[src/rtl/neuron_slot_scheduler.sv]
// Neuron slot scheduler: paces update slots for a time-multiplexed neuron
// datapath, walks neuron indices 0..last_idx per frame, and reports frame
// boundaries, a sync point, completed frames and lost slot ticks.
module neuron_slot_scheduler #(
  parameter int unsigned NW = 9
) (
  input  logic          rawclk,
  input  logic          reset_n,
  input  logic          enable,
  input  logic [31:0]   half_cnt,
  input  logic [NW-1:0] last_idx,
  input  logic [NW-1:0] sync_idx,
  input  logic          upd_ready,
  output logic          upd_valid,
  output logic [NW-1:0] upd_idx,
  output logic          frame_start,
  output logic          sync_pulse,
  output logic [31:0]   frame_cnt,
  output logic          overrun,
  output logic [1:0]    state
);

  localparam logic [1:0] StIdle  = 2'd0;
  localparam logic [1:0] StWait  = 2'd1;
  localparam logic [1:0] StIssue = 2'd2;
  localparam logic [1:0] StDrain = 2'd3;

  logic [1:0]    r_state;
  logic [31:0]   r_pace_cnt;
  logic          r_pend;
  logic [NW-1:0] r_idx;
  logic [NW-1:0] r_last;
  logic          r_frame_start;
  logic          r_sync_pulse;
  logic [31:0]   r_frame_cnt;
  logic          r_overrun;

  logic [1:0]    w_state_nxt;
  logic [NW-1:0] w_idx_nxt;
  logic [31:0]   w_pace_nxt;
  logic          w_pend_nxt;
  logic          w_run;
  logic          w_tick;
  logic          w_valid;
  logic          w_hs;
  logic [NW-1:0] w_eff_last;
  logic          w_at_first;
  logic          w_at_last;
  logic          w_enter_issue;

  // ISSUE and DRAIN both present an update, so valid is just state bit 1.
  assign w_valid    = r_state[1];
  assign w_hs       = w_valid & upd_ready;
  assign w_run      = enable & (r_state != StIdle);
  // >= so a half_cnt lowered below the running count fires at the next compare.
  assign w_tick     = w_run & (r_pace_cnt >= half_cnt);
  assign w_at_first = (r_idx == '0);
  // At index 0 the frame length is being captured now, so use the live input.
  assign w_eff_last = w_at_first ? last_idx : r_last;
  assign w_at_last  = (r_idx == w_eff_last);

  // Pacing counter: held at 0 in IDLE, frozen while enable is low.
  always_comb begin
    w_pace_nxt = r_pace_cnt;
    if (r_state == StIdle) begin
      w_pace_nxt = '0;
    end else if (enable) begin
      w_pace_nxt = w_tick ? 32'd0 : r_pace_cnt + 32'd1;
    end
  end

  // FSM next state and index sequencing.
  always_comb begin
    w_state_nxt = r_state;
    w_idx_nxt   = r_idx;
    case (r_state)
      StIdle: begin
        w_idx_nxt = '0;
        if (enable) w_state_nxt = StWait;
      end
      StWait: begin
        if (!enable) begin
          w_state_nxt = StIdle;
          w_idx_nxt   = '0;
        end else if (w_tick || r_pend) begin
          w_state_nxt = StIssue;
        end
      end
      StIssue: begin
        if (w_hs) begin
          if (enable) begin
            w_idx_nxt   = w_at_last ? '0 : r_idx + 1'b1;
            w_state_nxt = r_pend ? StIssue : StWait;
          end else begin
            w_idx_nxt   = '0;
            w_state_nxt = StIdle;
          end
        end else if (!enable) begin
          w_state_nxt = StDrain;
        end
      end
      default: begin
        if (w_hs) begin
          w_idx_nxt   = '0;
          w_state_nxt = StIdle;
        end
      end
    endcase
  end

  // Pending slot: one tick remembered at most; consumed when ISSUE is entered.
  always_comb begin
    w_enter_issue = (w_state_nxt == StIssue) && ((r_state != StIssue) || w_hs);
    w_pend_nxt    = r_pend;
    if (w_enter_issue || (w_state_nxt == StIdle)) begin
      w_pend_nxt = 1'b0;
    end else if (w_tick) begin
      w_pend_nxt = 1'b1;
    end
  end

  // Control state registers.
  always_ff @(posedge rawclk or negedge reset_n) begin
    if (!reset_n) begin
      r_state    <= StIdle;
      r_pace_cnt <= '0;
      r_pend     <= 1'b0;
      r_idx      <= '0;
      r_overrun  <= 1'b0;
    end else begin
      r_state    <= w_state_nxt;
      r_pace_cnt <= w_pace_nxt;
      r_pend     <= w_pend_nxt;
      r_idx      <= w_idx_nxt;
      // A tick with a slot already pending or still being issued is lost.
      r_overrun  <= r_overrun | (w_tick & (r_pend | (r_state == StIssue)));
    end
  end

  // Frame bookkeeping, all registered one cycle after the accepting handshake.
  always_ff @(posedge rawclk or negedge reset_n) begin
    if (!reset_n) begin
      r_last        <= '0;
      r_frame_start <= 1'b0;
      r_sync_pulse  <= 1'b0;
      r_frame_cnt   <= '0;
    end else begin
      r_frame_start <= w_hs & w_at_first;
      r_sync_pulse  <= w_hs & (r_idx == sync_idx);
      if (w_hs && w_at_first) r_last <= last_idx;
      if (w_hs && w_at_last) r_frame_cnt <= r_frame_cnt + 32'd1;
    end
  end

  assign upd_valid   = w_valid;
  assign upd_idx     = r_idx;
  assign frame_start = r_frame_start;
  assign sync_pulse  = r_sync_pulse;
  assign frame_cnt   = r_frame_cnt;
  assign overrun     = r_overrun;
  assign state       = r_state;

endmodule

[config.mk]
export PLATFORM = sky130hd
export DESIGN_NAME = neuron_slot_scheduler
export DESIGN_NICKNAME = d
export VERILOG_FILES = /design/src/rtl/neuron_slot_scheduler.sv
export SDC_FILE = /design/constraint.sdc
export NUM_CORES = 1
export LEC_CHECK = 0
export ABC_AREA = 0
export CAP_MARGIN = 10
export CORE_ASPECT_RATIO = 2
export CORE_MARGIN = 3
export CORE_UTILIZATION = 45
export CTS_CLUSTER_SIZE = 12
export DETAILED_ROUTE_END_ITERATION = 10
export HOLD_SLACK_MARGIN = 0.15
export PLACE_DENSITY = 0.81
export SLEW_MARGIN = 20
export SYNTH_ARGS = -nofsm -noshare
export SYNTH_HDL_FRONTEND = slang
export SYNTH_SLANG_ARGS = --single-unit
[constraint.sdc]
create_clock -name rawclk -period 3.4 [get_ports rawclk]
set_input_delay 0.34 -clock rawclk [delete_from_list [all_inputs] [get_ports rawclk]]
set_output_delay 0.34 -clock rawclk [all_outputs]
set_load 0.02 [all_outputs]
### Word level (Yosys, flattened, before mapping)

Cells that the tools add are included.

| word-level totals | value |
|---|---|
| bits in registers | 88 |
| latch bits | 0 |
| RAM bits | 0 |
| memory bits (read-only) | 0 |
| input port bits | 54 |
| output and inout bits | 47 |
| word-level logic and storage cells | 64 |
| memories | 0 |

| operators by class | value |
|---|---|
| add/sub/neg operators | 3 |
| multiply operators | 0 |
| div/mod/pow operators | 0 |
| $lt $le $gt $ge | 1 |
| equality and inequality tests | 8 |
| shifts and indexed selects | 0 |
| mux-type cells | 21 |
| bitwise gates (word level) | 8 |
| reductions and logical operators | 14 |

Operators by type and width:

| cell | number |
|---|---|
| two-way mux 32 bit | 3 |
| adder 32 x 1 -> 32 bit (second input constant) | 2 |
| two-way mux 9 bit | 6 |
| greater-or-equal comparator 32 bit | 1 |
| one-hot mux 9 bit (3 select lines) | 1 |
| == test 9 bit | 2 |
| two-way mux 2 bit | 8 |
| adder 9 x 1 -> 9 bit (second input constant) | 1 |
| logical NOT 9 bit | 1 |
| bitwise AND 1 bit | 6 |
| != test 2 bit (second input constant) | 3 |
| one-hot mux 2 bit (3 select lines) | 1 |
| nonzero test 2 bit | 3 |
| == test 2 bit (second input constant) | 2 |
| logical NOT 2 bit | 2 |
| logical AND 1 bit | 3 |
| logical OR 1 bit | 3 |
| AND reduction 3 bit | 1 |
| nonzero test 3 bit | 1 |
| == test 2 x 1 -> 1 bit (second input constant) | 1 |
| two-way mux 1 bit | 2 |
| bitwise OR 1 bit | 2 |

### Depth between registers and ports, before layout

| depth | value |
|---|---|
| depth after elaboration | 11 |
| gate-level depth with buffers | 13 |
| depth with buffers taken out | 10 |

### Worst setup path after synthesis

OpenSTA, ideal clock, no wires.

| path | value |
|---|---|
| kind | flip-flop to flip-flop |
| start point | register r_idx[0], in the netlist upd_idx[0] |
| end point | register r_frame_cnt[28], in the netlist frame_cnt[28] |
| setup time | 0.080 ns |
| data arrival time | 2.972 ns |
| required time | 3.320 ns |
| path slack | 0.348 ns |
| stages on the path, launching flop included | 14 |
| path buffers | 3 |
| clock period less this slack | 3.052 ns |
| path through | dfrtp_1 inv_1 ha_1 or4b_1 clkbuf_2 o21ai_1 a31oi_1 nor4b_4 nand3_2 or3b_1 buf_2 buf_6 nor3_2 xor2_1 |

| between the ends | value |
|---|---|
| word-level cells in the longest chain between the ends | 4 |

RTL lines:

| element | line | RTL |
|---|---|---|
| start: declaration | 31 | `logic [NW-1:0] r_idx;` |
| start signal: assignment | 134 | `r_idx <= w_idx_nxt;` |
| logical NOT 9 bit | 57 | `assign w_at_first = (r_idx == '0);` |
| two-way mux 9 bit | 59 | `assign w_eff_last = w_at_first ? last_idx : r_last;` |
| == test 9 bit * | 60 | `assign w_at_last = (r_idx == w_eff_last);` |
| logical AND 1 bit * | 151 | `if (w_hs && w_at_last) r_frame_cnt <= r_frame_cnt + 32'd1;` |
| end signal: assignment | 151 |  |
| end: declaration | 35 | `logic [31:0] r_frame_cnt;` |

Mark *: on every way between the ends. The rest lies on a longest branch, timed or not.
A chain may end at the register's enable or synchronous reset.

### Final worst setup path

| path | value |
|---|---|
| start point | register r_idx[0], in the netlist upd_idx[0] |
| end point | register r_frame_cnt[18], in the netlist frame_cnt[18] |

The elaborated chain is that of the path after synthesis.

==> key figures <==
Setup path
  • CP top delay family: simple AND/OR/NAND/NOR gates
  • Max incr delay on CP: 0.62 ns
  • Max Fanout on Critical Path: 14
  • Arr. time, crit path: 3.49 ns
  • Crit. End Element: register
  • WP buf/inv: 1
  • Crit path kind: register to register
  • CP Launch Type: register
  • Cell Chain, Critical Path: inv_1, ha_1, or4b_1, o21ai_1, a21oi_1, nor4_4, nand3_2, or3b_4, nor3_1, xor2_1
  • Critical-path top delay cell: or4b_1
  • CP Data Required Time: 3.67 ns

Yosys
  • Area leader, netlist: dfrtp_1
  • Top cells by area, synth: dfrtp_1 40%, ha_1 8.1%, inv_1 4.2%
  • Yosys reg bits: a little under 90
  • Top-count cell post-synth: dfrtp_1
  • Post-synth EDFFs: 0
  • Ys Warns: 0
  • Area share of the largest cell type after synthesis: 39.56%
  • Register area share after synthesis: approximately two fifths
  • Syn_nets: 698
  • Ys flop type: dfrtp_1
  • Mapped Cells: between 600 and 700
  • Post-synthesis async set-or-reset flop share: 100.0%
  • Cell area after synthesis: 5567 um^2
  • Yosys cell types: 58
  • Synth cell count leaders: 88 x dfrtp_1, 63 x inv_1, 44 x nand2_1
  • Post-Syn Area per Cell: 9.156 um^2

Clock tree
  • Clock root buffer: clkbuf_16
  • Sink Count: just under 90
  • CTS Buffer Depth: 2
  • Clock slew at reported path FFs: 0.07 ns
  • H-tree depth: 3
  • Worst skew pair latency: 0.34 ns
  • Num CTS Buffers: 9
  • CTS tree: yes

Finish
  • Area grow syn2layout: 28.16%
  • Final nets: approximately 810
  • N_diodes: 0
  • Share of layout cells above drive strength 1: 10.15%

Floorplan
  • Starting Density: 46.73%
  • Placeable Area: roughly 12000 um^2
  • Die Width: between 80 and 90 um
  • Die span in y: 163.3 um
  • Die area: 13820 um^2
  • Rows: 56
  • I/O pins: a little over 100

STA
  • Final Hold Vio Count: 0
  • Worst setup margin: 0.1789 ns
  • Slew HR: 64.59%
  • TNS Setup: 0 ns
  • WHS: 0.4671 ns
  • Fmax: 310.5 MHz
  • Post-route clock skew: 0.007309 ns
  • RSZ-0062 raised after global routing: false
  • Min Clock Period, post-route: 3.221 ns
  • Count of final setup violators: 0
  • Max-slew violation count: 0
  • Worst-margin pin slew: 0.5297 ns
  • Final period util: a little over nine tenths

GRT
  • Vias in the first global route: 5388
  • First-pass GRT wire length: 24850 um
  • Most Used Layer, Global Route: met2
  • Largest net degree at the start of global routing: 35
  • Grt met3 use: 3.635%
  • Total global-route track usage: ~22%
  • Grt total ovfl: 0
  • Initial antenna violation count: 0
  • GR Util met1: 21.87%
  • Grt met2 use: 42.93%

Pwr
  • Leakage: 3.373 nW
  • Max IR drop VDD: 0.2787 mV
  • Overall power: 2.237 mW
  • PD cells: 313.6 nW/um^2

Route
  • Post-route DRC: 0
  • Post-route ant nets: 0
  • Routed WL: 15280 um
  • First drt pass iteration count: 5
  • Wire per inst: 17.49 um
  • Initial drt markers: 163
  • Vias/cell: between 5 and 6
  • Vias post-DR: 5187

Placed design
  • DP Wirelength: 11700 um
  • Final RePlAce weighted congestion: ~0.91
  • Buffers on Ports: 100
  • Setup Slack @ Placement: 0.05655 ns

Run status
  • Outcome: finished, final reports clean

Job
  • Max cap viols: 0

Min path
  • HP Class: register to register
state kept, by name, indices dropped and copies added (netlist names):
register and flops:
overrun 1, r_last 9, upd_idx 9, r_pace_cnt 32, frame_start 1, sync_pulse 1, state 2, frame_cnt 32
r_pend 1
path summary, 6_finish.rpt:
| check | from | endpoint | slack, ns | cells past startpoint |
|---|---|---|---|---|
| max | upd_idx[0]$_DFFE_PN0P_ | frame_cnt[18]$_DFFE_PN0P_ | 0.18 | 10 |
| max in group asynchronous | reset_n | r_pace_cnt[8]$_DFFE_PN0P_ | 2.15 | 3 |
| min | frame_cnt[31]$_DFFE_PN0P_ | frame_cnt[31]$_DFFE_PN0P_ | 0.47 | 1 |
| max reg2reg | upd_idx[0]$_DFFE_PN0P_ | frame_cnt[18]$_DFFE_PN0P_ | 0.18 | 10 |
| min in group asynchronous | reset_n | r_pace_cnt[19]$_DFFE_PN0P_ | 0.49 | 2 |
| min reg2reg | frame_cnt[31]$_DFFE_PN0P_ | frame_cnt[31]$_DFFE_PN0P_ | 0.47 | 1 |
stage by stage:
| stage | instance area [um^2] | utilization [%] | std cells |
|---|---|---|---|
| 2_1_floorplan | 5567 | - | 608 |
| 3_5_place_dp | 6827 | 57.31 | 857 |
| 5_1_grt | 7134 | 59.89 | 874 |
| 4_1_cts | 7134 | 59.89 | 874 |
| 3_3_place_gp | 6827 | 57.31 | 857 |
| 6_report | 7134 | 59.89 | 874 |
what timing repair did:
action / 4_1_cts / 5_1_grt
resized for setup: 1 / 0
hold endpoints to repair: 32 / 0
hold buffers: 1 / 0
endpoints found under the setup margin: 1 / 0
buffers inserted: 0 / 0
layer usage:
metal | wire, um | vias to the layer above
li1 | - | 2389
met1 | 5328 | 2535
met2 | 8655 | 216
met3 | 733 | 47
met4 | 564 | 0
met5 | 0 | -
final cells by class:
cell class,instances,area [um^2]
tap,145,181.4
fill,993,4777
clock buffer,9,225.2
clock inverter,7,70.07
multi-input combinational,436,3023
timing repair buffer,126,1196
inverter,63,236.5
sequential,88,2202
cells in the final DEF (no fill, tap or decap), drive strengths merged, types with 8 or more instances in the layout:
| cell | instances |
|---|---|
| inv | 67 |
| nor3 | 26 |
| a21oi | 33 |
| o31ai | 8 |
| nor2 | 16 |
| nand2 | 44 |
| clkdlybuf4s50 | 99 |
| nand3 | 42 |
| or3 | 12 |
| dfrtp | 88 |
| and3 | 23 |
| clkbuf | 9 |
| buf | 26 |
| ha | 36 |
| o21ai | 46 |
| nand4 | 15 |
| xor2 | 24 |
| mux2 | 10 |
| xnor2 | 23 |
kinds of logic (layout without fill, tap and decap cells):
group	Yosys count	count (layout)	share of synthesized area, %
buffers and inverters	84	205	6.181
adder cells (fa/ha/maj)	36	36	8.092
AND/OR/NAND/NOR	215	215	22.70
XOR/XNOR	47	47	7.395
AO/OA/AOI/OAI	127	127	13.87
multiplexers	11	11	2.203
flip-flops	88	88	39.56
report_power, final:
group	switching [mW]	leakage (nW)	internal (mW)
Combinational	0.0958	2.02	0.0958
Clock	0.473	0.143	0.519
Sequential	0.00461	1.21	1.05
Power figures use the tool's default switching activity.
==> edit (config.mk and constraints unchanged) <==
Set the parameter `NW` to 8 (it was 9).
--- a/src/rtl/neuron_slot_scheduler.sv
+++ b/src/rtl/neuron_slot_scheduler.sv
@@ -4,3 +4,3 @@
 module neuron_slot_scheduler #(
-  parameter int unsigned NW = 9
+  parameter int unsigned NW = 8
 ) (
Interface: changed (resized last_idx, sync_idx and upd_idx); port bits go from 101 to 98. The function was not compared with the original's and may differ.
==> edit against the unedited design <==
- setup slack lost 0.010 ns
- maximum frequency shrank 0.31%
- combinational power grew 43%
- area after synthesis shrank 2.7%
- synthesized cell count grew 0.49%
- sequential cell count shrank 2
- sequential share of layout area grew 0.48 points
- routed wire length shrank 9.0%
- design area shrank 3.8%
- core utilization shrank 1.6 points
- total power grew 6.5%
==> edit: results (changes against the unedited design) <==
net count after synthesis=699 (was 698); logic gate share of total power=0.115 (was 0.086); total leakage power=0.00315 uW (was 0.00337 uW); Post-DP HPWL=10.3 mm (was 11.7 mm); maximum fanout along the worst path=17 (was 14); Post-Route Skew=0.0117 ns (was 0.00731 ns); cells resized by post-CTS repair=0 (was 1); number of input and output port buffers inserted=97 (was 100); via count of the routed design=5060 (was 5187); CP Launch Point=r_pace_cnt[19] (was upd_idx[0]); run status=completed (unchanged); pre-CTS WS=-0.103 ns (was 0.0565 ns); Final Critical Period=3.23 ns (was 3.22 ns); total routing resource utilization after global routing=0.210 (was 0.221); most common library cells after synthesis=96 x sky130_fd_sc_hd__nand2_1, 86 x sky130_fd_sc_hd__dfrtp_1, 54 x sky130_fd_sc_hd__inv_1, 53 x sky130_fd_sc_hd__nand3_1, 36 x sky130_fd_sc_hd__ha_1 (was 88 x sky130_fd_sc_hd__dfrtp_1, 63 x sky130_fd_sc_hd__inv_1, 44 x sky130_fd_sc_hd__nand2_1, 42 x sky130_fd_sc_hd__o21ai_0, 41 x sky130_fd_sc_hd__nand3_1); share of layout cells above drive strength 1=0.0714 (was 0.102); data arrival time of the worst path=3.50 ns (was 3.49 ns); part of the power in the clock network=0.418 (was 0.444); Routed WL=13.9 mm (was 15.3 mm); worst hold margin=0.482 ns (was 0.467 ns); power per cell area=347 nW/um^2 (was 314 nW/um^2); post-placement cell area=6540 sq um (was 6830 sq um); critical path's largest stage delay=0.53 ns (was 0.62 ns); met1 demand-to-capacity share in global routing=0.232 (was 0.219); dpl cells=842 (was 857); met2 wire length=7.55 mm (was 8.66 mm); synth top area cells=sky130_fd_sc_hd__dfrtp_1 40%, sky130_fd_sc_hd__ha_1 8.3%, sky130_fd_sc_hd__nand2_1 6.7%, sky130_fd_sc_hd__xor2_1 5.2%, sky130_fd_sc_hd__nand3_1 4.9% (was sky130_fd_sc_hd__dfrtp_1 40%, sky130_fd_sc_hd__ha_1 8.1%, sky130_fd_sc_hd__inv_1 4.2%, sky130_fd_sc_hd__o21ai_0 3.8%, sky130_fd_sc_hd__xor2_1 3.8%)
-- edit: cell families (layout without fill, tap and decap cells) --
logic type / Yosys count / count (layout) / share of synthesized area
DFF: 86 / 86 / 0.397
buffers and inverters: 76 / 179 / 0.0568
and+or+nand+nor: 272 / 272 / 0.264
AOI/OAI and AO/OA: 89 / 89 / 0.112
xor gates and xnor gates: 48 / 48 / 0.0776
muxes: 4 / 4 / 0.00854
adders and majority gates: 36 / 36 / 0.0831
-- edit: layout make-up --
cell class                      count  area share
Clock buffer                        9      0.0328
Sequential cell                    86       0.313
Clock inverter                      7      0.0115
Multi-Input combinational cell    449       0.432
Timing Repair Buffer              108       0.154
Inverter                           55      0.0301
Tap cell                          145      0.0264
-- edit: per-stage QoR --
step	TNS (ns)	utilization
finish	0	0.583
floorplan	0	-
detailed placement	-0.930	0.556
global placement	0	0.556
global route	0	0.583
CTS	0	0.582
